## src/rtl/tof_readout_scheduler_if.sv

```systemverilog
// Valid/ready output stream carrying a captured ToF word and its source channel.
interface tof_readout_scheduler_if;
  logic        m_valid;
  logic        m_ready;
  logic [21:0] m_data;
  logic [2:0]  m_channel;

  modport master (output m_valid, output m_data, output m_channel, input m_ready);
  modport slave  (input m_valid, input m_data, input m_channel, output m_ready);
endinterface

```

## src/rtl/tof_readout_scheduler.sv

```systemverilog
// Round-robin readout scheduler for eight ToF channels: latches ready flags, selects one
// channel at a time, streams the captured word out, and watches each channel for silence.
module tof_readout_scheduler #(
  parameter int unsigned TIMEOUT_CYCLES = 10_000_000,
  parameter int unsigned TW             = 24
) (
  input  logic                       clk,
  input  logic                       reset,
  input  logic [7:0]                 ready_in,
  input  logic [21:0]                data_in,
  input  logic [7:0]                 enable,
  output logic [2:0]                 tof_index,
  tof_readout_scheduler_if.master    m,
  output logic [7:0]                 stale,
  output logic                       busy
);

  typedef enum logic [1:0] {S_IDLE, S_SELECT, S_CAPTURE, S_OUT} state_t;

  localparam logic [TW-1:0] TMO = TW'(TIMEOUT_CYCLES);
  localparam logic [TW-1:0] ONE = TW'(1);

  state_t          state_q, state_d;
  logic [7:0]      pending;
  logic [2:0]      last_grant;
  logic [2:0]      grant_ch;
  logic            grant_found;
  logic [2:0]      cand;
  logic            do_grant, do_capture, do_pop;
  logic [7:0]      cap_mask;
  logic            valid_q;
  logic [21:0]     data_q;
  logic [2:0]      chan_q;
  logic [TW-1:0]   cnt [8];

  assign m.m_valid   = valid_q;
  assign m.m_data    = data_q;
  assign m.m_channel = chan_q;
  assign busy        = (state_q != S_IDLE);

  // First pending channel strictly after last_grant, wrapping mod 8.
  always_comb begin
    grant_found = 1'b0;
    grant_ch    = last_grant;
    cand        = '0;
    for (int unsigned k = 1; k <= 8; k++) begin
      cand = last_grant + 3'(k);
      if (!grant_found && pending[cand]) begin
        grant_found = 1'b1;
        grant_ch    = cand;
      end
    end
  end

  always_ff @(posedge clk or posedge reset) begin
    if (reset) state_q <= S_IDLE;
    else       state_q <= state_d;
  end

  always_comb begin
    state_d    = state_q;
    do_grant   = 1'b0;
    do_capture = 1'b0;
    do_pop     = 1'b0;
    case (state_q)
      S_IDLE: begin
        if (grant_found) begin
          do_grant = 1'b1;
          state_d  = S_SELECT;
        end
      end
      S_SELECT:  state_d = S_CAPTURE;
      S_CAPTURE: begin
        do_capture = 1'b1;
        state_d    = S_OUT;
      end
      S_OUT: begin
        if (m.m_ready) begin
          do_pop  = 1'b1;
          state_d = S_IDLE;
        end
      end
      default: state_d = S_IDLE;
    endcase
  end

  assign cap_mask = do_capture ? (8'b1 << tof_index) : '0;

  always_ff @(posedge clk or posedge reset) begin
    if (reset) begin
      pending    <= '0;
      last_grant <= 3'd7;
      tof_index  <= '0;
      valid_q    <= 1'b0;
      data_q     <= '0;
      chan_q     <= '0;
    end else begin
      // Capture clear beats a same-cycle set so the flag still being dropped is not re-read.
      pending <= (pending | ready_in) & enable & ~cap_mask;
      if (do_grant) begin
        tof_index  <= grant_ch;
        last_grant <= grant_ch;
      end
      if (do_capture) begin
        data_q  <= data_in;
        chan_q  <= tof_index;
        valid_q <= 1'b1;
      end else if (do_pop) begin
        valid_q <= 1'b0;
      end
    end
  end

  always_ff @(posedge clk or posedge reset) begin
    if (reset) begin
      for (int unsigned i = 0; i < 8; i++) cnt[i] <= '0;
      stale <= '0;
    end else begin
      for (int unsigned i = 0; i < 8; i++) begin
        if (!enable[i]) begin
          cnt[i]   <= '0;
          stale[i] <= 1'b0;
        end else if (cap_mask[i]) begin
          cnt[i]   <= '0;
          stale[i] <= 1'b0;
        end else if (cnt[i] < TMO) begin
          cnt[i] <= cnt[i] + ONE;
          if (cnt[i] == TMO - ONE) stale[i] <= 1'b1;
        end
      end
    end
  end

endmodule

```

## src/flat_wrapper.sv

```systemverilog
// flat-port wrapper written by rule: the top's interface ports become plain ports
module tof_readout_scheduler_flat 
#(
  parameter int unsigned TIMEOUT_CYCLES = 10_000_000,
  parameter int unsigned TW             = 24
)
  (clk, reset, ready_in, data_in, enable, tof_index, stale, busy, m_m_valid, m_m_data, m_m_channel, m_m_ready);
  tof_readout_scheduler_if m_i ();
  input  logic clk;
  input  logic reset;
  input  logic [7:0] ready_in;
  input  logic [21:0] data_in;
  input  logic [7:0] enable;
  output logic [2:0] tof_index;
  output logic [7:0] stale;
  output logic busy;
  output wire logic [$bits(m_i.m_valid)-1:0] m_m_valid;
  output wire logic [$bits(m_i.m_data)-1:0] m_m_data;
  output wire logic [$bits(m_i.m_channel)-1:0] m_m_channel;
  input wire logic [$bits(m_i.m_ready)-1:0] m_m_ready;
  assign m_m_valid = m_i.m_valid;
  assign m_m_data = m_i.m_data;
  assign m_m_channel = m_i.m_channel;
  assign m_i.m_ready = m_m_ready;
  tof_readout_scheduler #(.TIMEOUT_CYCLES(TIMEOUT_CYCLES), .TW(TW)) u_core (.clk(clk), .reset(reset), .ready_in(ready_in), .data_in(data_in), .enable(enable), .tof_index(tof_index), .m(m_i), .stale(stale), .busy(busy));
endmodule
```

## config.mk

```make
export PLATFORM = sky130hd
export DESIGN_NAME = tof_readout_scheduler_flat
export DESIGN_NICKNAME = d
export VERILOG_FILES = /design/src/rtl/tof_readout_scheduler_if.sv /design/src/rtl/tof_readout_scheduler.sv /design/src/flat_wrapper.sv
export SDC_FILE = /design/constraint.sdc
export NUM_CORES = 1
export LEC_CHECK = 0
export BUFFER_PORTS_ARGS = -buffer_cell sky130_fd_sc_hd__buf_4
export CAP_MARGIN = 20
export CORE_ASPECT_RATIO = 1.1
export CORE_MARGIN = 8
export CORE_UTILIZATION = 45
export DETAILED_ROUTE_END_ITERATION = 8
export GPL_ROUTABILITY_DRIVEN = 1
export PLACE_DENSITY = 0.59
export SLEW_MARGIN = 10
export SYNTH_ARGS = -nofsm -noshare
export SYNTH_HDL_FRONTEND = slang
export SYNTH_SLANG_ARGS = --single-unit
```

## constraint.sdc

```tcl
create_clock -name clk -period 7.9 [get_ports clk]
set_input_delay 0.395 -clock clk [delete_from_list [all_inputs] [get_ports clk]]
set_output_delay 0.395 -clock clk [all_outputs]
set_load 0.01 [all_outputs]
```

* Word-level counts from Yosys, hierarchy flattened
Index checks and enable logic that the tools add are counted.
Word-level totals: memories kept 0, memory bits (read-only) 0, bits in latches 0, input port bits 41, output and inout port bits 38, flip-flop bits (word level) 242, RAM bits 0, word-level logic and storage cells 213
Operators by class: bitwise logic cells 4, equality and inequality tests 29, order comparisons 16, multipliers 0, $add $sub $neg 15, shifts and indexed selects 1, reductions and logical operators 26, muxes and demuxes 99, div/mod/pow operators 0
Operator list (count):
- 24-bit two-way mux | 24
- 24-bit by 1-bit adder with 24-bit output (second input constant) | 8
- 24-bit equality test (second input constant) | 8
- 24-bit less-than comparator (second input constant) | 8
- 1-bit two-way mux | 55
- 3-bit by 1-bit inequality test with 1-bit output (second input constant) | 16
- 3-bit by 4-bit less-than comparator with 1-bit output (second input constant) | 8
- 1-bit binary-select mux with 3-bit select | 8
- 3-bit two-way mux | 8
- 2-bit AND reduction | 9
- 8-bit bitwise AND | 2
- 3-bit adder (second input constant) | 4
- 8-bit two-way mux | 1
- 8-bit inverter | 1
- 8-bit OR | 1
- 2-bit case mux with 4 select lines | 1
- 1-bit by 3-bit << shifter with 8-bit output (first input constant) | 1
- 1-bit logical AND | 7
- 1-bit zero test | 7
- 3-bit by 2-bit adder with 3-bit output (second input constant) | 2
- 2-bit equality test (second input constant) | 2
- 2-bit two-way mux | 2
- 2-bit nonzero test | 2
- 3-bit by 1-bit adder with 3-bit output (second input constant) | 1
- 4 further kinds | 4

* Longest topological paths before layout
Gate-level depths: netlist (run 1).
word-level depth 27, depth in mapped cells 12, depth with buffers taken out 9

* Worst setup path after synthesis (run 1)
Ideal clock, no wire load.
path type register to register, start register u_core.last_grant[0], end register u_core.tof_index[2], path buffers 3, required time 7.782 ns, arrival 3.370 ns, period minus slack after synthesis 3.488 ns, setup time 0.118 ns, slack 4.412 ns, stages on the path, launching flop included 13, cell sequence dfstp_2 -> buf_6 -> buf_2 -> inv_1 -> ha_1 -> buf_2 -> mux4_2 -> or2_1 -> mux4_2 -> o31ai_2 -> a21o_1 -> o22ai_1 -> a21o_1
On the way: word-level cells in the longest chain between the ends 27, elaborated cells on any way between the ends 55, classes of those cells add/sub: 7; mux: 34; reduce/logical: 14
Ends and longest elaborated chain:
- start, declared | RTL line tof_readout_scheduler.sv:25 | logic [2:0] last_grant;
- start signal, assigned | RTL line tof_readout_scheduler.sv:102 | last_grant <= grant_ch;
- 3-bit by 1-bit adder with 3-bit output | RTL line tof_readout_scheduler.sv:47 | cand = last_grant + 3'(k);
- 1-bit binary-select mux with 3-bit select | RTL line tof_readout_scheduler.sv:48 | if (!grant_found && pending[cand]) begin
- 1-bit two-way mux (implied by the code) | RTL line tof_readout_scheduler.sv:48
- 1-bit two-way mux | RTL line tof_readout_scheduler.sv:48
- 1-bit zero test | RTL line tof_readout_scheduler.sv:48
- 1-bit logical AND | RTL line tof_readout_scheduler.sv:48
- 1-bit two-way mux | RTL line tof_readout_scheduler.sv:48
- 1-bit zero test | RTL line tof_readout_scheduler.sv:48
- [11 not listed]
- 1-bit zero test | RTL line tof_readout_scheduler.sv:48
- 1-bit logical AND | RTL line tof_readout_scheduler.sv:48
- 1-bit two-way mux | RTL line tof_readout_scheduler.sv:48
- 1-bit zero test | RTL line tof_readout_scheduler.sv:48
- 1-bit logical AND | RTL line tof_readout_scheduler.sv:48
- 1-bit two-way mux | RTL line tof_readout_scheduler.sv:48
- 1-bit two-way mux | RTL line tof_readout_scheduler.sv:67 | if (grant_found) begin
- 1-bit two-way mux | RTL line tof_readout_scheduler.sv:65 | case (state_q)
- end signal, assigned | RTL line tof_readout_scheduler.sv:101 | tof_index <= grant_ch;
- end, declared | RTL line tof_readout_scheduler.sv:12 | output logic [2:0] tof_index,
Several ways; a longest one is shown, not always the timed one. The select of a mux whose other input is x is not followed. A chain may end at the register's enable or synchronous reset.

* Final worst setup path (run 1)
start register u_core.last_grant[0], end register u_core.state_q[0]
On the way: word-level cells in the longest chain between the ends 27, elaborated cells on any way between the ends 47, classes of those cells add/sub: 7; eq/ne: 1; mux: 24; reduce/logical: 15
Ends and longest elaborated chain:
- 3-bit by 1-bit adder with 3-bit output | RTL line tof_readout_scheduler.sv:47
- 1-bit binary-select mux with 3-bit select | RTL line tof_readout_scheduler.sv:48
- 1-bit two-way mux (implied by the code) | RTL line tof_readout_scheduler.sv:48
- 1-bit two-way mux | RTL line tof_readout_scheduler.sv:48
- 1-bit zero test | RTL line tof_readout_scheduler.sv:48
- 1-bit logical AND | RTL line tof_readout_scheduler.sv:48
- 1-bit two-way mux | RTL line tof_readout_scheduler.sv:48
- 1-bit zero test | RTL line tof_readout_scheduler.sv:48
- [11 not listed]
- 1-bit zero test | RTL line tof_readout_scheduler.sv:48
- 1-bit logical AND | RTL line tof_readout_scheduler.sv:48
- 1-bit two-way mux | RTL line tof_readout_scheduler.sv:48
- 1-bit zero test | RTL line tof_readout_scheduler.sv:48
- 1-bit logical AND | RTL line tof_readout_scheduler.sv:48
- 1-bit two-way mux * | RTL line tof_readout_scheduler.sv:48
- 2-bit by 1-bit inequality test with 1-bit output (no line) *
- 2-bit AND reduction (no line) *
- end signal, assigned | RTL line tof_readout_scheduler.sv:57 | else state_q <= state_d;
- end, declared | RTL line tof_readout_scheduler.sv:23 | state_t state_q, state_d;
Mark *: on every way between the ends. The rest lies on a longest branch, timed or not. The select of a mux whose other input is x is not followed.

==> run summary, run 1 <==
Before antenna repair, the detailed router went through 5 iterations. The area share of xor/xnor cells in the synthesized design works out to 0.0818. The cell count after synthesis came out at 1397. The average wire per standard cell is 15.7 um, and the count of H-tree levels built during CTS is 1. Count of nets after finishing: 1521. For the leakage component of the power, the log shows 6.23 nW.

After detailed routing, the number of vias per cell comes to 5.57. TritonCTS built the clock tree. Entering global routing, the biggest net connects 114 pins. The share of synthesized registers carrying an async set or reset came out at 1.00. Most used standard cell by instance count after synthesis: dfrtp_1.

The relative slew slack was 0.296. The run gives 0.459 as the initial standard-cell utilization of the core. Yosys printed 0 warnings.

The area share of the largest cell type after synthesis came out at 0.454. The via count of the first global-routing pass was 10200. Counting flops with a built-in enable in the synthesized netlist gives 0. The root buffer cell chosen for the clock tree is clkbuf_16. Routability-driven placement finished with a final weighted congestion of 0.847. The final reports fail on hold timing.

For this design, the sink count on the clock tree is 242. The transition time at the pin with the least slew margin is 1060 ps. Data on the critical path is required at its endpoint by 8310 ps. The half-perimeter wire length after placement is 19.9 mm. Clock tree synthesis inserted a total of 28 buffers.

The global routing usage summed across all routing layers was 0.170. Critical path start-end classification: register to register. The hold violation count in the final report is 16, and the mux cell area share after synthesis is 0.0623. STA puts the critical path data arrival time at 4190 ps.

The design draws 4.00 mW. For the worst-skew pair, the clock arrives at the later sink with an insertion delay of 540 ps. The type of the tightest min-delay check is primary input to async pin. In this run the count of I/O pins placed on the die edge is 79. The area share of and/or/nand/nor cells after synthesis is 0.239, and the worst ir drop on vdd is 0.213 mV.

The number of antenna violations at the first check in global routing was 0. By area, the combinational part of the netlist is dominated by simple AND/OR/NAND/NOR gates. In the post-synthesis netlist, the biggest area contributors are dfrtp_1, nor2_1, xnor2_1. In this run, the number of DRC markers left after iteration 0 of detailed routing was 627. After detailed routing, the number of remaining DRC violations is 0.

The largest area contributor in the synthesized netlist is dfrtp_1. After synthesis the netlist holds a flip-flop and latch count of 242. The number of endpoints failing setup at the final stage is 0, and the count of cell types in the netlist is 80. STA classifies the critical path startpoint as a register. In this run, post-CTS hold repair placed 0 buffers.

Post-route fraction of the period consumed by the critical path: 0.478. The buffer levels on the longest clock path came out at 3. The worst setup path is captured at a register. The run finished, with violations left.

In this run the power density over the cells is 263 nW/um^2. For the post-synthesis instance area, the log shows 13200 sq um. The commonest cells after synthesis are dfrtp_1, nor2_1, nand2_1. The number of gates resized after CTS was 0. Maximum achievable frequency: 265 MHz. Setup repair after global routing left no endpoint under its margin. The tools report the floorplan core area as 28700 sq um. The die covers 35000 sq um. The clock slew at the register clock pins of the worst setup and hold paths came out at 60 ps. The tool flagged a number of max-cap violations equal to 0. The worst path in the final design needs a cycle of 3780 ps, including I/O delays and setup. The post-synthesis net count is 1452. The fraction of the mapped netlist area in adder cells was 0.0133; the setup total negative slack was 0 ps. The most instantiated flip-flop cell in the synthesis netlist was dfrtp_1. The first global-routing pass estimated 50.4 mm of wire.

Area growth from synthesis to layout: 15.3%. After layout, the worst setup slack is 4120 ps. For the final antenna diode count, the log shows 0.

Clock skew on the completed layout was measured at 9.91 ps. The run gives 0 as the count of buffers added by post-CTS timing repair for setup. The compound-cell area share of the yosys netlist was 0.113. The post-synthesis area per instance works out to 9.43 sq um.

OpenSTA, run right after detailed placement, puts the worst setup slack at 4120 ps. The floorplan has 65 rows. Worst slack on hold paths: -62.8 ps.

The die boundary height was 195 um; the overall routed net length was 29.1 mm. Global routing finished with a remaining overflow of 0. Input and output buffers added on the ports amount to 78. From left edge to right edge, the die measures 179 um.

The layout cell share with drive strength beyond 1 is 0.141, and the portion of the post-synthesis area used by sequential elements is 0.460. Along the worst path, the maximum fanout reaches 22. The number of pins exceeding their max-slew limit in the final report came out at 0. The overall via count from detail_route is 10300, and the count of antenna-violating nets left after detailed routing is 0.
==> where the power goes <==
part / internal [mW] / switching [mW] / leakage [nW]
logic: 0.538 / 0.578 / 2.47
clock network: 0.864 / 0.507 / 0.490
registers: 1.37 / 0.144 / 3.27
total: 2.77 / 1.23 / 6.23
==> placed cells by master, fill, tap and decap left out, types with 7 or more instances in the layout <==
master / count
dfrtp_1: 239
nor2_1: 195
nand2_1: 118
buf_4: 88
xnor2_1: 72
a21oi_1: 60
nand3_1: 60
xor2_1: 51
inv_1: 49
nand4_1: 46
o21ai_0: 42
nor3_1: 34
or3_1: 33
mux2_2: 29
clkbuf_16: 29
nor4_1: 28
or4_1: 25
and3_1: 21
and2_1: 18
mux2i_1: 16
o31ai_1: 14
ha_1: 14
a31oi_1: 11
o21a_1: 11
mux4_2: 11
o21ai_1: 10
and4_1: 9
nor4b_1: 8
a31o_2: 8
nor3b_1: 7
a21o_1: 7
o211ai_1: 7
clkbuf_8: 7
==> critical path, stage by stage, from the launching register on <==
cell and delay (ps):
dfstp_2 860, inv_1 160, ha_1 560, mux4_2 600, or2_1 220, mux4_2 550
nor3_2 280, a32oi_1 210, o21ai_1 130, o21ai_1 80
==> area by class of cell <==
class,instances,area (sq um)
well taps,368,460
repair buffers,92,721
clock inverters,10,156
multi-input cells,1052,6750
clock buffers,41,841
fillers,2623,13500
flip-flops and latches,242,6060
inverters,50,195
==> routing by layer <==
| layer | wire length, um | up-vias | track usage |
|---|---|---|---|
| met3 | 1400 | 45 | 0.0305 |
| met2 | 13400 | 162 | 0.273 |
| met1 | 13600 | 4985 | 0.231 |
| met5 | 0 | - | 0 |
| li1 | - | 5148 | - |
| met4 | 651 | 0 | 0.0447 |
==> logic make-up (layout without fill, tap and decap cells) <==
logic type | after synthesis | after routing
DFF | 242 | 242
adders and majority gates | 14 | 14
buffers and inverters | 103 | 193
and+or+nand+nor | 629 | 629
xor gates and xnor gates | 123 | 123
AOI/OAI and AO/OA | 225 | 225
muxes | 61 | 61
==> flip-flops by register name, indices dropped and copies added (netlist names) <==
name / count
u_core.tof_index: 3
u_core.m.m_data: 22
u_core.cnt: 192
u_core.m.m_channel: 3
u_core.last_grant: 3
u_core.stale: 8
u_core.pending: 8
u_core.state_q: 2
u_core.m.m_valid: 1
==> through the flow <==
step / instance area, sq um / utilization / instances
after global placement: 14100 / 0.492 / 1799
after CTS: 15100 / 0.527 / 1851
final: 15200 / 0.529 / 1855
after floorplan: 13200 / - / 1397
after global routing: 15200 / 0.529 / 1855
after detailed placement: 14100 / 0.492 / 1800
==> final timing paths <==
kind | startpoint | endpoint | slack (ps) | depth (start not counted)
worst max-delay path | u_core.last_grant[0] | u_core.state_q[0] | 4120 | 9
worst min-delay path | reset | u_core.cnt[122] | -60 | 2
worst max register to register | u_core.last_grant[0] | u_core.state_q[0] | 4120 | 9
worst min register to register | u_core.m.m_valid | u_core.m.m_valid | 490 | 1
max in group asynchronous | reset | u_core.m.m_channel[2] | 6490 | 3
min in group clk | ready_in[7] | u_core.pending[7] | 80 | 3
(Power assumes the default switching activity.)
==> run 2, diff against run 1 <==
ABC_AREA = 1   (was not set)
clock period = 3.7 ns   (was 7.9 ns; I/O delays follow)
==> run 2 against run 1 <==
  * The run now ends clean
  * Critical path depth increased by 4
  * Flip-flop and latch count is the same
  * Synthesized area increased by 17%
  * Total power is 120% higher
  * Utilization down 0.23 points
  * Clock power increased by 140%
  * Clock-buffer cell count is 4 lower
  * Largest cell class unchanged
==> run summary, run 2 <==
STA classifies the critical path endpoint as a register. In the synthesized netlist the dominant register cell turns out to be dfrtp_1. The run gives 2 as the number of antenna violations at the first check in global routing. Averaged over all synthesized cells, the footprint is 7.13 sq um.

The number of flip-flops in the largest register is 192. The area share of the largest cell type after synthesis was 0.389. The startpoint class of the critical path was a register. Excluding fillers, the count of instances in the completed layout stands at 2727.

The tools report the initial detailed-routing violation count as 1083. The largest single stage delay on the critical path is 400 ps. The run gives 0.452 as the relative slew slack. Final standard cell utilization of the core: 0.527. On the critical path, the stage with the largest delay is an instance of dfrtp_1. During I/O placement, the number of pins put on the boundary was 79.

The synthesized netlist contains 50 unique library cells. During placement, the flow inserted port buffers numbering 78. The power density over the cells is 492 nW/um^2. The signal on the critical path passes through inv_1, ha_1, inv_1, nor2_1, inv_1, nor2_1, inv_1, nand2_1, inv_1, nand2_1, nand2_1, nor3_1, nor3_1. The logs give 40 for the count of hold-fix buffers inserted at cts and 33900 sq um for the floorplan core area. In this run the static leakage power is 7.47 nW.

Yosys printed 0 warnings. Data on the critical path is required at its endpoint by 4130 ps. Entering global routing, the biggest net connects 123 pins. The floorplan has 71 rows. The tools report the worst slack on hold paths as 326 ps. dfrtp_1 takes more of the synthesized area than any other cell. Area share of xor/xnor cells in the synthesized design: 0.0740. Once the clock tree was built, the resizer swapped 0 gates to a different size. The synthesized netlist occupies a cell area of 15400 sq um. The tools report the count of clock tree sinks as 242.

The library cell used most frequently in the layout, excluding fill and tap cells, is nand2_1. The cell family contributing the most delay on the critical path is simple AND/OR/NAND/NOR gates. After detailed routing, the number of vias per cell comes to 5.30. The setup path with the least slack is of type register to register. The layout cell share with drive strength beyond 1 was 0.0857. The initial standard-cell utilization of the core came out at 0.453. TritonCTS built the clock tree. The clock reaches the later pin of the worst-skew pair after 560 ps. The area share of and/or/nand/nor cells after synthesis is 0.361, and the total die area is 40400 sq um.

At the pin with the least slew margin, the transition time is 815 ps. Once placement completed, the tool counted placed cells totaling 2631. Timing would allow up to 335 MHz. The run gives 1 as the count of H-tree levels built during CTS.

The mux cell area share after synthesis is 0. Setup violations remaining at the end of the flow were counted as 0. The via count of the first global-routing pass was 14000; the flip-flop and latch count after synthesis was 242.

In the layout the commonest cells are nand2_1, nor2_1, dfrtp_1. Number of pins exceeding their max-slew limit in the final report: 0. The floorplan step set the die height to 210 um. Global routing finished with a remaining overflow of 0.

The hold violation count in the final report was 0; the DRC violation count after routing was 0. For the count of antenna-violating nets left after detailed routing, the log shows 0. The critical path data arrival time is 3420 ps, and the TritonCTS buffer count is 29. The overall via count from detail_route is 14500, and the fraction of the mapped netlist area in adder cells is 0.0114. The flow ran to the end, and the final reports show no timing, DRC or antenna violations.

Post-route fraction of the period consumed by the critical path: 0.807. The clock tree skew after final layout was 8.35 ps. The area growth from synthesis to layout is 16.2%. Synthesis produced 2158 cells. The wire-length estimate of the detail-placed layout is 29.7 mm. The share of synthesized registers carrying an async set or reset was 1.00.

Across the run, the number of max-cap violations was 0. The register name with the most flops was u_core.cnt. The number of nets handed over by synthesis was 2213.

Compound-cell area share of the yosys netlist: 0.0790. For the count of nets after finishing, the log shows 2319. For the last weighted congestion value of the routability-driven placer, the log shows 0.942.

The cell sitting at the root of the clock tree is a clkbuf_16. Buffers added to address setup during post-CTS repair amount to 0. Counting along the longest clock path gives a buffer depth of 3.

Portion of the post-synthesis area used by sequential elements: 0.394. The tightest min-delay check is of the primary input to async pin type. For the worst ir drop on vdd, the log shows 0.372 mV. After synthesis, the largest family of logic cells by area is simple AND/OR/NAND/NOR gates. The post-layout minimum cycle time was 2990 ps. The floorplan step set the die width to 192 um. By instance count, the leading cell after synthesis is nand2_1.

The most numerous cell type found on the critical path is inv_1. The first global-routing pass estimated 69.7 mm of wire. For the global routing usage summed across all routing layers, the log shows 0.204.

Counting instances in the post-synthesis netlist gives the leading cell types as nand2_1, nor2_1, dfrtp_1. The number of enable flip-flop cells after synthesis was 0. The number of buffers and inverters on the critical path is 5.

The first-pass iteration count of the detailed router was 6. Of all nets on the critical path, the largest fanout is 12. The run gives 0 ps as the setup total negative slack.

For this block, the routed nets add up to 41.0 mm of wire. Setup repair after global routing left no endpoint under its margin. The average wire per standard cell works out to 15.0 um. By area the synthesized netlist is led by dfrtp_1, nand2_1, xor2_1. The clock slew at the register clock pins of the worst setup and hold paths was 60 ps.
-- run 2: power by group --
group | total, mW | switching [mW] | internal, mW
clock | 3.28 | 1.18 | 2.10
combinational | 2.39 | 1.55 | 0.835
sequential | 3.13 | 0.218 | 2.91
-- run 2: area by class of cell --
class	instances	area, sq um
Fill cell	3356	16100
Multi-Input combinational cell	1610	8080
Sequential cell	242	6060
Timing Repair Buffer	135	1140
Inverter	246	928
Clock buffer	37	806
Tap cell	438	548
Clock inverter	17	305
Antenna cell	2	5.00
-- run 2: through the flow --
step                power, mW  setup WS (ps)  instance area [sq um]
global placement         5.52            744                  16400
detailed placement       5.54            682                  16400
CTS                      8.91            681                  17900
finish                   8.79            713                  17900
floorplan                4.76            342                  15400
global route             9.35            368                  17900
-- run 2: final timing paths --
| kind | cells after the start | slack (ps) | startpoint | to |
|---|---|---|---|---|
| setup / recovery | 13 | 710 | u_core.state_q[0] | u_core.cnt[113] |
| hold / removal | 3 | 330 | reset | u_core.cnt[58] |
| setup reg to reg | 13 | 710 | u_core.state_q[0] | u_core.cnt[113] |
| hold reg to reg | 2 | 470 | u_core.m.m_data[7] | u_core.m.m_data[7] |
| max in group asynchronous | 4 | 2250 | reset | u_core.cnt[184] |
| min in group clk | 4 | 370 | data_in[1] | u_core.m.m_data[1] |
-- run 2: logic make-up (layout without fill, tap and decap cells) --
| kind of cell | count (synthesis) | after routing |
|---|---|---|
| adders and majority gates | 14 | 14 |
| and+or+nand+nor | 1245 | 1245 |
| xor gates and xnor gates | 130 | 130 |
| other | 0 | 2 |
| AOI/OAI and AO/OA | 221 | 221 |
| buffers and inverters | 306 | 435 |
| DFF | 242 | 242 |
-- run 2: metal layers --
| layer | GRT usage | vias up | share of wire | wire (um) |
|---|---|---|---|---|
| met4 | 0.0617 | 0 | 0.024 | 977 |
| met3 | 0.0241 | 68 | 0.041 | 1670 |
| met1 | 0.284 | 6749 | 0.47 | 19300 |
| li1 | - | 7331 | - | - |
| met2 | 0.329 | 309 | 0.46 | 19000 |
| met5 | 0 | - | 0 | 0 |
-- run 2: tightest hold or removal path: stages --
cell and delay (ps):
dlygate4sd3_1 530, buf_4 140, clkinvlp_4 520
